File: src/rtl/vga_timing_gen_pkg.sv
// vga_timing_pkg: per-axis timing record, standard presets, cfg bus field offsets and timing helpers
package vga_timing_pkg;
  typedef struct packed {
    int unsigned active;
    int unsigned fp;
    int unsigned sync;
    int unsigned bp;
  } timing_t;
  localparam int F_BP = 0;
  localparam int F_SYNC = 1;
  localparam int F_FP = 2;
  localparam int F_ACTIVE = 3;
  localparam timing_t H_640X480 = '{640, 16, 96, 48};
  localparam timing_t V_640X480 = '{480, 10, 2, 33};
  localparam timing_t H_800X600 = '{800, 40, 128, 88};
  localparam timing_t V_800X600 = '{600, 1, 4, 23};
  localparam timing_t H_1024X768 = '{1024, 24, 136, 160};
  localparam timing_t V_1024X768 = '{768, 3, 6, 29};
  function automatic int unsigned total(input timing_t t);
    return t.active + t.fp + t.sync + t.bp;
  endfunction
  function automatic int unsigned sync_start(input timing_t t);
    return t.active + t.fp;
  endfunction
endpackage

File: src/rtl/vga_timing_gen_if.sv
// vga_timing_gen_if: pixel enable in, sync/pixel/strobe outputs; cfg reload bus only with VGA_TIMING_RELOAD_EN
interface vga_timing_gen_if #(
  parameter int CW = 12,
  parameter int FRAME_W = 16
);
  logic pix_en, hsync, vsync, de, line_start, frame_start;
  logic [CW-1:0] x, y;
  logic [FRAME_W-1:0] frame_cnt;
`ifdef VGA_TIMING_RELOAD_EN
  logic cfg_valid, cfg_ready, cfg_err;
  logic [4*CW-1:0] cfg_h, cfg_v;
  modport master (
    input  pix_en, cfg_valid, cfg_h, cfg_v,
    output hsync, vsync, de, x, y, line_start, frame_start, frame_cnt, cfg_ready, cfg_err
  );
  modport slave (
    output pix_en, cfg_valid, cfg_h, cfg_v,
    input  hsync, vsync, de, x, y, line_start, frame_start, frame_cnt, cfg_ready, cfg_err
  );
`else
  modport master (
    input  pix_en,
    output hsync, vsync, de, x, y, line_start, frame_start, frame_cnt
  );
  modport slave (
    output pix_en,
    input  hsync, vsync, de, x, y, line_start, frame_start, frame_cnt
  );
`endif
endinterface

File: src/rtl/vga_timing_gen_axis_counter.sv
// vga_axis_counter: one raster axis counter wrapping at active+fp+sync+bp, with active/sync window decode
module vga_axis_counter #(
  parameter int CW = 12
) (
  input  logic          clk_i,
  input  logic          rst_n_i,
  input  logic          en_i,
  input  logic [CW-1:0] active_i,
  input  logic [CW-1:0] fp_i,
  input  logic [CW-1:0] sync_i,
  input  logic [CW-1:0] bp_i,
  output logic [CW-1:0] cnt_o,
  output logic          wrap_o,
  output logic          active_o,
  output logic          sync_o
);
  localparam int SW = CW + 2;
  logic [CW-1:0] cnt_q, cnt_d;
  logic [SW-1:0] c, ss, tot;
  logic last;
  always_comb begin
    c = SW'(cnt_q);
    ss = SW'(active_i) + SW'(fp_i);
    tot = ss + SW'(sync_i) + SW'(bp_i);
    last = c >= tot - SW'(1);
    cnt_d = en_i ? (last ? '0 : cnt_q + CW'(1)) : cnt_q;
  end
  always_ff @(posedge clk_i)
    cnt_q <= !rst_n_i ? '0 : cnt_d;
  assign cnt_o = cnt_q;
  assign wrap_o = en_i && last;
  assign active_o = c < SW'(active_i);
  assign sync_o = c >= ss && c < ss + SW'(sync_i);
endmodule

File: src/rtl/vga_timing_gen.sv
// vga_timing_gen: registered raster timing generator; define VGA_TIMING_RELOAD_EN for runtime timing reload
module vga_timing_gen
  import vga_timing_pkg::*;
#(
  parameter int CW       = 12,
  parameter int H_ACTIVE = H_640X480.active,
  parameter int H_FP     = H_640X480.fp,
  parameter int H_SYNC   = H_640X480.sync,
  parameter int H_BP     = H_640X480.bp,
  parameter int V_ACTIVE = V_640X480.active,
  parameter int V_FP     = V_640X480.fp,
  parameter int V_SYNC   = V_640X480.sync,
  parameter int V_BP     = V_640X480.bp,
  parameter bit HS_POL   = 1'b0,
  parameter bit VS_POL   = 1'b0,
  parameter int FRAME_W  = 16
) (
  input logic clk_pix,
  input logic rst_n,
  vga_timing_gen_if.master bus
);
  localparam logic [4*CW-1:0] H_CFG = {CW'(H_ACTIVE), CW'(H_FP), CW'(H_SYNC), CW'(H_BP)};
  localparam logic [4*CW-1:0] V_CFG = {CW'(V_ACTIVE), CW'(V_FP), CW'(V_SYNC), CW'(V_BP)};
  logic [4*CW-1:0] th, tv;
  logic [CW-1:0] h_cnt, v_cnt, x_q, x_d, y_q, y_d;
  logic h_wrap, v_wrap, h_act, v_act, h_sync, v_sync;
  logic hs_q, hs_d, vs_q, vs_d, de_q, de_d, ls_q, ls_d, fs_q, fs_d;
  logic [FRAME_W-1:0] fc_q, fc_d;
  function automatic logic [CW-1:0] fld(input logic [4*CW-1:0] t, input int f);
    return t[f*CW +: CW];
  endfunction
`ifdef VGA_TIMING_RELOAD_EN
  logic [4*CW-1:0] th_q, tv_q, ph_q, pv_q;
  logic pend_q, err_q, take, cfg_bad;
  assign take = bus.cfg_valid && !pend_q;
  assign cfg_bad = fld(bus.cfg_h, F_ACTIVE) == '0 || fld(bus.cfg_h, F_SYNC) == '0 ||
                   fld(bus.cfg_v, F_ACTIVE) == '0 || fld(bus.cfg_v, F_SYNC) == '0;
  // pending timing swaps in only on the frame wrap so the running frame finishes unchanged
  always_ff @(posedge clk_pix)
    if (!rst_n) begin
      th_q <= H_CFG;
      tv_q <= V_CFG;
      ph_q <= '0;
      pv_q <= '0;
      pend_q <= 1'b0;
      err_q <= 1'b0;
    end else begin
      err_q <= take && cfg_bad;
      if (v_wrap && pend_q) begin
        th_q <= ph_q;
        tv_q <= pv_q;
        pend_q <= 1'b0;
      end else if (take && !cfg_bad) begin
        ph_q <= bus.cfg_h;
        pv_q <= bus.cfg_v;
        pend_q <= 1'b1;
      end
    end
  assign th = th_q;
  assign tv = tv_q;
  assign bus.cfg_ready = !pend_q;
  assign bus.cfg_err = err_q;
`else
  assign th = H_CFG;
  assign tv = V_CFG;
`endif
  vga_axis_counter #(.CW(CW)) u_h (
    .clk_i(clk_pix), .rst_n_i(rst_n), .en_i(bus.pix_en),
    .active_i(fld(th, F_ACTIVE)), .fp_i(fld(th, F_FP)), .sync_i(fld(th, F_SYNC)), .bp_i(fld(th, F_BP)),
    .cnt_o(h_cnt), .wrap_o(h_wrap), .active_o(h_act), .sync_o(h_sync)
  );
  vga_axis_counter #(.CW(CW)) u_v (
    .clk_i(clk_pix), .rst_n_i(rst_n), .en_i(h_wrap),
    .active_i(fld(tv, F_ACTIVE)), .fp_i(fld(tv, F_FP)), .sync_i(fld(tv, F_SYNC)), .bp_i(fld(tv, F_BP)),
    .cnt_o(v_cnt), .wrap_o(v_wrap), .active_o(v_act), .sync_o(v_sync)
  );
  always_comb begin
    hs_d = bus.pix_en ? (h_sync ? HS_POL : ~HS_POL) : hs_q;
    vs_d = bus.pix_en ? (v_sync ? VS_POL : ~VS_POL) : vs_q;
    de_d = bus.pix_en ? h_act && v_act : de_q;
    x_d = bus.pix_en ? (h_act && v_act ? h_cnt : '0) : x_q;
    y_d = bus.pix_en ? (h_act && v_act ? v_cnt : '0) : y_q;
    ls_d = bus.pix_en && h_cnt == '0;
    fs_d = ls_d && v_cnt == '0;
    fc_d = fc_q + FRAME_W'(fs_d);
  end
  always_ff @(posedge clk_pix)
    if (!rst_n) begin
      hs_q <= ~HS_POL;
      vs_q <= ~VS_POL;
      de_q <= 1'b0;
      x_q <= '0;
      y_q <= '0;
      ls_q <= 1'b0;
      fs_q <= 1'b0;
      fc_q <= '0;
    end else begin
      hs_q <= hs_d;
      vs_q <= vs_d;
      de_q <= de_d;
      x_q <= x_d;
      y_q <= y_d;
      ls_q <= ls_d;
      fs_q <= fs_d;
      fc_q <= fc_d;
    end
  assign bus.hsync = hs_q;
  assign bus.vsync = vs_q;
  assign bus.de = de_q;
  assign bus.x = x_q;
  assign bus.y = y_q;
  assign bus.line_start = ls_q;
  assign bus.frame_start = fs_q;
  assign bus.frame_cnt = fc_q;
endmodule

File: src/flat_wrapper.sv
// flat-port wrapper written by rule: the top's interface ports become plain ports
module vga_timing_gen_flat import vga_timing_pkg::*;
#(
  parameter int CW       = 12,
  parameter int H_ACTIVE = H_640X480.active,
  parameter int H_FP     = H_640X480.fp,
  parameter int H_SYNC   = H_640X480.sync,
  parameter int H_BP     = H_640X480.bp,
  parameter int V_ACTIVE = V_640X480.active,
  parameter int V_FP     = V_640X480.fp,
  parameter int V_SYNC   = V_640X480.sync,
  parameter int V_BP     = V_640X480.bp,
  parameter bit HS_POL   = 1'b0,
  parameter bit VS_POL   = 1'b0,
  parameter int FRAME_W  = 16
)
  (clk_pix, rst_n, bus_pix_en, bus_hsync, bus_vsync, bus_de, bus_x, bus_y, bus_line_start, bus_frame_start, bus_frame_cnt);
  vga_timing_gen_if #(.CW(CW), .FRAME_W(FRAME_W)) bus_i ();
  input logic clk_pix;
  input logic rst_n;
  input wire logic [$bits(bus_i.pix_en)-1:0] bus_pix_en;
  output wire logic [$bits(bus_i.hsync)-1:0] bus_hsync;
  output wire logic [$bits(bus_i.vsync)-1:0] bus_vsync;
  output wire logic [$bits(bus_i.de)-1:0] bus_de;
  output wire logic [$bits(bus_i.x)-1:0] bus_x;
  output wire logic [$bits(bus_i.y)-1:0] bus_y;
  output wire logic [$bits(bus_i.line_start)-1:0] bus_line_start;
  output wire logic [$bits(bus_i.frame_start)-1:0] bus_frame_start;
  output wire logic [$bits(bus_i.frame_cnt)-1:0] bus_frame_cnt;
  assign bus_i.pix_en = bus_pix_en;
  assign bus_hsync = bus_i.hsync;
  assign bus_vsync = bus_i.vsync;
  assign bus_de = bus_i.de;
  assign bus_x = bus_i.x;
  assign bus_y = bus_i.y;
  assign bus_line_start = bus_i.line_start;
  assign bus_frame_start = bus_i.frame_start;
  assign bus_frame_cnt = bus_i.frame_cnt;
  vga_timing_gen #(.CW(CW), .H_ACTIVE(H_ACTIVE), .H_FP(H_FP), .H_SYNC(H_SYNC), .H_BP(H_BP), .V_ACTIVE(V_ACTIVE), .V_FP(V_FP), .V_SYNC(V_SYNC), .V_BP(V_BP), .HS_POL(HS_POL), .VS_POL(VS_POL), .FRAME_W(FRAME_W)) u_core (.clk_pix(clk_pix), .rst_n(rst_n), .bus(bus_i));
endmodule
File: config.mk
export PLATFORM = sky130hd
export DESIGN_NAME = vga_timing_gen_flat
export DESIGN_NICKNAME = d
export VERILOG_FILES = /design/src/rtl/vga_timing_gen_pkg.sv /design/src/rtl/vga_timing_gen_if.sv /design/src/rtl/vga_timing_gen_axis_counter.sv /design/src/rtl/vga_timing_gen.sv /design/src/flat_wrapper.sv
export SDC_FILE = /design/constraint.sdc
export NUM_CORES = 1
export LEC_CHECK = 0
export ABC_AREA = 1
export BUFFER_PORTS_ARGS = -buffer_cell sky130_fd_sc_hd__buf_2
export CAP_MARGIN = 15
export CORE_MARGIN = 2
export CORE_UTILIZATION = 25
export CTS_CLUSTER_SIZE = 28
export DETAILED_ROUTE_END_ITERATION = 7
export GPL_ROUTABILITY_DRIVEN = 0
export PLACE_DENSITY = 0.43
export SYNTH_ARGS = -nofsm -noshare
export SYNTH_HDL_FRONTEND = slang
export SYNTH_SLANG_ARGS = --single-unit
File: constraint.sdc
create_clock -name clk_pix -period 2.8 [get_ports clk_pix]
set_input_delay 0.56 -clock clk_pix [delete_from_list [all_inputs] [get_ports clk_pix]]
set_output_delay 0.56 -clock clk_pix [all_outputs]
set_load 0.02 [all_outputs]
==> impl_metrics.json <==
{
  "synthCells": 425,
  "wl_um": 7692,
  "via_count_of_the_first_global_routing_pass": 2585,
  "critPathLaunchType": "register",
  "outcome": "finished, final reports clean",
  "cts_tree": "yes",
  "final-seq-area_um2": 1381,
  "n_antenna_cell": 0,
  "ys_async_sr_fraction_pct": 0,
  "postLayoutCellArea_um2": 3911,
  "number_of_antenna_violations_at_the_first_check_in_global_routing": 0,
  "synth_largest_type_area_fraction_pct": 43.76,
  "synth.yosys.seq_area_share_pct": 43.76,
  "netlist-cell-type-count": 33,
  "effective_utilization_at_floorplan_pct": 25.32,
  "timing_max_transition_violations_final": 0,
  "static-leakage-power_nw": 1.690,
  "groute.usage.overall_pct": 12.38,
  "critical_path_capture_point_type": "register",
  "final.setup.tns_ns": 0,
  "power_per_cell_area_nw_per_um2": 628.8,
  "clock_path_buffers": 2,
  "peakVddDrop_uv": 269.8,
  "cp_cell_sequence": "inv_1 -> ha_1 -> nand2_1 -> nor3_1 -> nand4_1 -> nor2_1 -> ha_1 -> ha_1 -> nand3_1 -> nor3_2 -> nand3_1 -> o21ai_0 -> a21oi_1",
  "final_hold_viol_count": 0,
  "drive_above_1_share_pct": 23.17,
  "post_synth_instance_area_um2": 3157,
  "tritoncts.num_buffers": 9,
  "path_clk_slew_ns": 0.06,
  "ioPinCount": 48,
  "cts_htree_levels": 3,
  "maxCapViolCount": 0,
  "synthFlopType": "dfxtp_1",
  "nFillCells": 1337,
  "fin_crit_ns": 2.322,
  "cts_setup_buffers": 0,
  "yosys.area.top_type": "dfxtp_1",
  "multi_input_area_um2": 1535,
  "synth_enable_flop_cells": 0,
  "cp_top_family": "simple AND/OR/NAND/NOR gates",
  "final_nets": 483,
  "critical_path.max_stage_delay_ns": 0.35,
  "core-area_um2": 12470,
  "path_max_fanout": 5,
  "synthToLayoutAreaGrowth_pct": 23.90,
  "drt_first_iter_violations": 129,
  "die_area_um2": 13540,
  "synth-seq-cells": 69,
  "die_height_um": 116.4,
  "grt_setup_unrepaired": "false",
  "grt_remaining_overflow": 0,
  "cp_data_required_time_ns": 3.02,
  "port-buffer-count": 47,
  "ys_warn_count": 0,
  "cts.hold.buffers_added": 0,
  "slowest_stage": "dfxtp_1",
  "maximum_number_of_pins_on_one_net_before_global_route_repair": 29,
  "cp_num_buf_inv": 1,
  "min-delay-path-class": "register to register",
  "cpMostUsedCell": "ha_1",
  "synth.net_count": 434,
  "finalHoldWorstSlack_ns": 0.4302,
  "synthesis.area_per_instance_um2": 7.428,
  "post_drt_via_cell_ratio": 4.258,
  "detail_route.drc_violations": 0,
  "dominant_cell_by_count_in_the_synthesized_netlist": "nand2_1",
  "cts-root-buf": "clkbuf_16",
  "worst-slew-pin-transition_ns": 0.4586,
  "max_slew_margin_pct": 69.35,
  "yosys-top-cells-area": "dfxtp_1 (44%), nand2_1 (14%), nor2_1 (6.7%), nand3_1 (4.4%), nand3_2 (3.8%)",
  "die_width_um": 116.4,
  "timing.fmax_mhz": 430.7,
  "clock_latency_ns": 0.33,
  "fin_worst_skew_ns": 0.007818,
  "detailroute.via_count": 2772,
  "worst_path_arrival_ns": 2.54,
  "antenna_violating_nets_post_route": 0,
  "firstDrtPassIters": 4,
  "power.total_mw": 2.460,
  "worstSetupPathType": "register to register",
  "placedInstanceArea_um2": 3546,
  "placement_rows": 41,
  "routedWlPerCell_um": 11.82,
  "setup-violations-final": 0,
  "cts.sink_count": 69,
  "yosys-top-cells-count": "nand2_1 (119), dfxtp_1 (69), nor2_1 (56)",
  "global_route_wire_length_before_repair_um": 12880,
  "post-route-period-util_pct": 82.92,
  "hpwl_um": 5417
}
-- placed cells by master, fill, tap and decap left out, types with 4 or more instances in the layout --
master	count
a21oi_2	4
nor3_1	10
buf_2	47
xnor2_1	4
clkbuf_16	9
nor2_2	9
buf_4	6
xor2_1	5
ha_1	6
a21oi_1	17
nor2_1	56
nand2_2	5
o21ai_0	13
nand3_2	12
inv_2	4
inv_1	32
dfxtp_1	69
nand2_1	119
nor3_2	4
nand3_1	28
-- state kept, by name (all words and copies together), names as in the netlist, 12 cells and up --
name	cells
u_core.u_v.cnt_o	12
u_core.u_h.cnt_o	12
u_core.bus.frame_cnt	16
u_core.bus.x	12
u_core.bus.y	12
-- logic make-up (layout without fill, tap and decap cells) --
| group | count (synthesis) | count (layout) | synth area share (%) |
|---|---|---|---|
| XOR/XNOR | 9 | 9 | 2.497 |
| flip-flops | 69 | 69 | 43.76 |
| adder cells (fa/ha/maj) | 6 | 6 | 2.378 |
| AO/OA/AOI/OAI | 39 | 39 | 7.214 |
| buffers and inverters | 52 | 106 | 7.768 |
| AND/OR/NAND/NOR | 250 | 250 | 36.39 |
-- area by class of cell --
class                           instances  share of cell area, %
Multi-Input combinational cell        304                  39.25
Sequential cell                        69                  35.32
Timing Repair Buffer                   53                  7.166
Clock buffer                           13                  6.910
Tap cell                              172                  5.502
Inverter                               37                  3.551
Clock inverter                          3                  2.303
-- power breakdown --
part	internal (mW)	switching (mW)	leakage (nW)
clock network	0.943	0.416	0.176
logic	0.0284	0.0696	0.957
registers	0.994	0.00817	0.558
total	1.97	0.494	1.69
-- through the flow --
| step | setup WS [ns] | utilization, % | instances |
|---|---|---|---|
| 2_1_floorplan | 0.6392 | - | 425 |
| 3_3_place_gp | 0.4289 | 28.45 | 635 |
| 3_5_place_dp | 0.3638 | 28.45 | 635 |
| 4_1_cts | 0.3602 | 31.34 | 651 |
| 5_1_grt | 0.1479 | 31.38 | 651 |
| 6_report | 0.4781 | 31.38 | 651 |
-- final timing paths --
| path | to | depth (start not counted) | start | slack, ns |
|---|---|---|---|---|
| hold reg to reg | u_core.bus.y[9]$_SDFFE_PN0P_ | 2 | u_core.bus.y[9]$_SDFFE_PN0P_ | 0.43 |
| setup / recovery | u_core.bus.frame_cnt[10]$_SDFF_PN0_ | 13 | u_core.u_v.cnt_o[0]$_SDFFE_PN0P_ | 0.48 |
| hold / removal | u_core.bus.y[9]$_SDFFE_PN0P_ | 2 | u_core.bus.y[9]$_SDFFE_PN0P_ | 0.43 |
| setup reg to reg | u_core.bus.frame_cnt[10]$_SDFF_PN0_ | 13 | u_core.u_v.cnt_o[0]$_SDFFE_PN0P_ | 0.48 |
-- timing repair --
action,in CTS,in global routing
setup endpoints to repair,0,1
hold endpoints to repair,0,0
gates resized for setup,0,1
-- per-layer routing --
metal  GRT usage, %  wire length, um  vias to the layer above
li1               -                -                     1448
met1          16.01             3702                     1272
met2          19.53             3549                       41
met3          2.543              255                       11
met4          6.429              185                        0
met5              0                0                        -
-- worst register-to-register path: stages, from the launching register on --
cell	delay, ns
dfxtp_1	0.35
inv_1	0.10
ha_1	0.15
nand2_1	0.05
nor3_1	0.14
nand4_1	0.15
nor2_1	0.16
ha_1	0.18
ha_1	0.19
nand3_1	0.14
nor3_2	0.22
nand3_1	0.13
o21ai_0	0.20
a21oi_1	0.06
No activity file was read; power rests on OpenSTA's default activity.
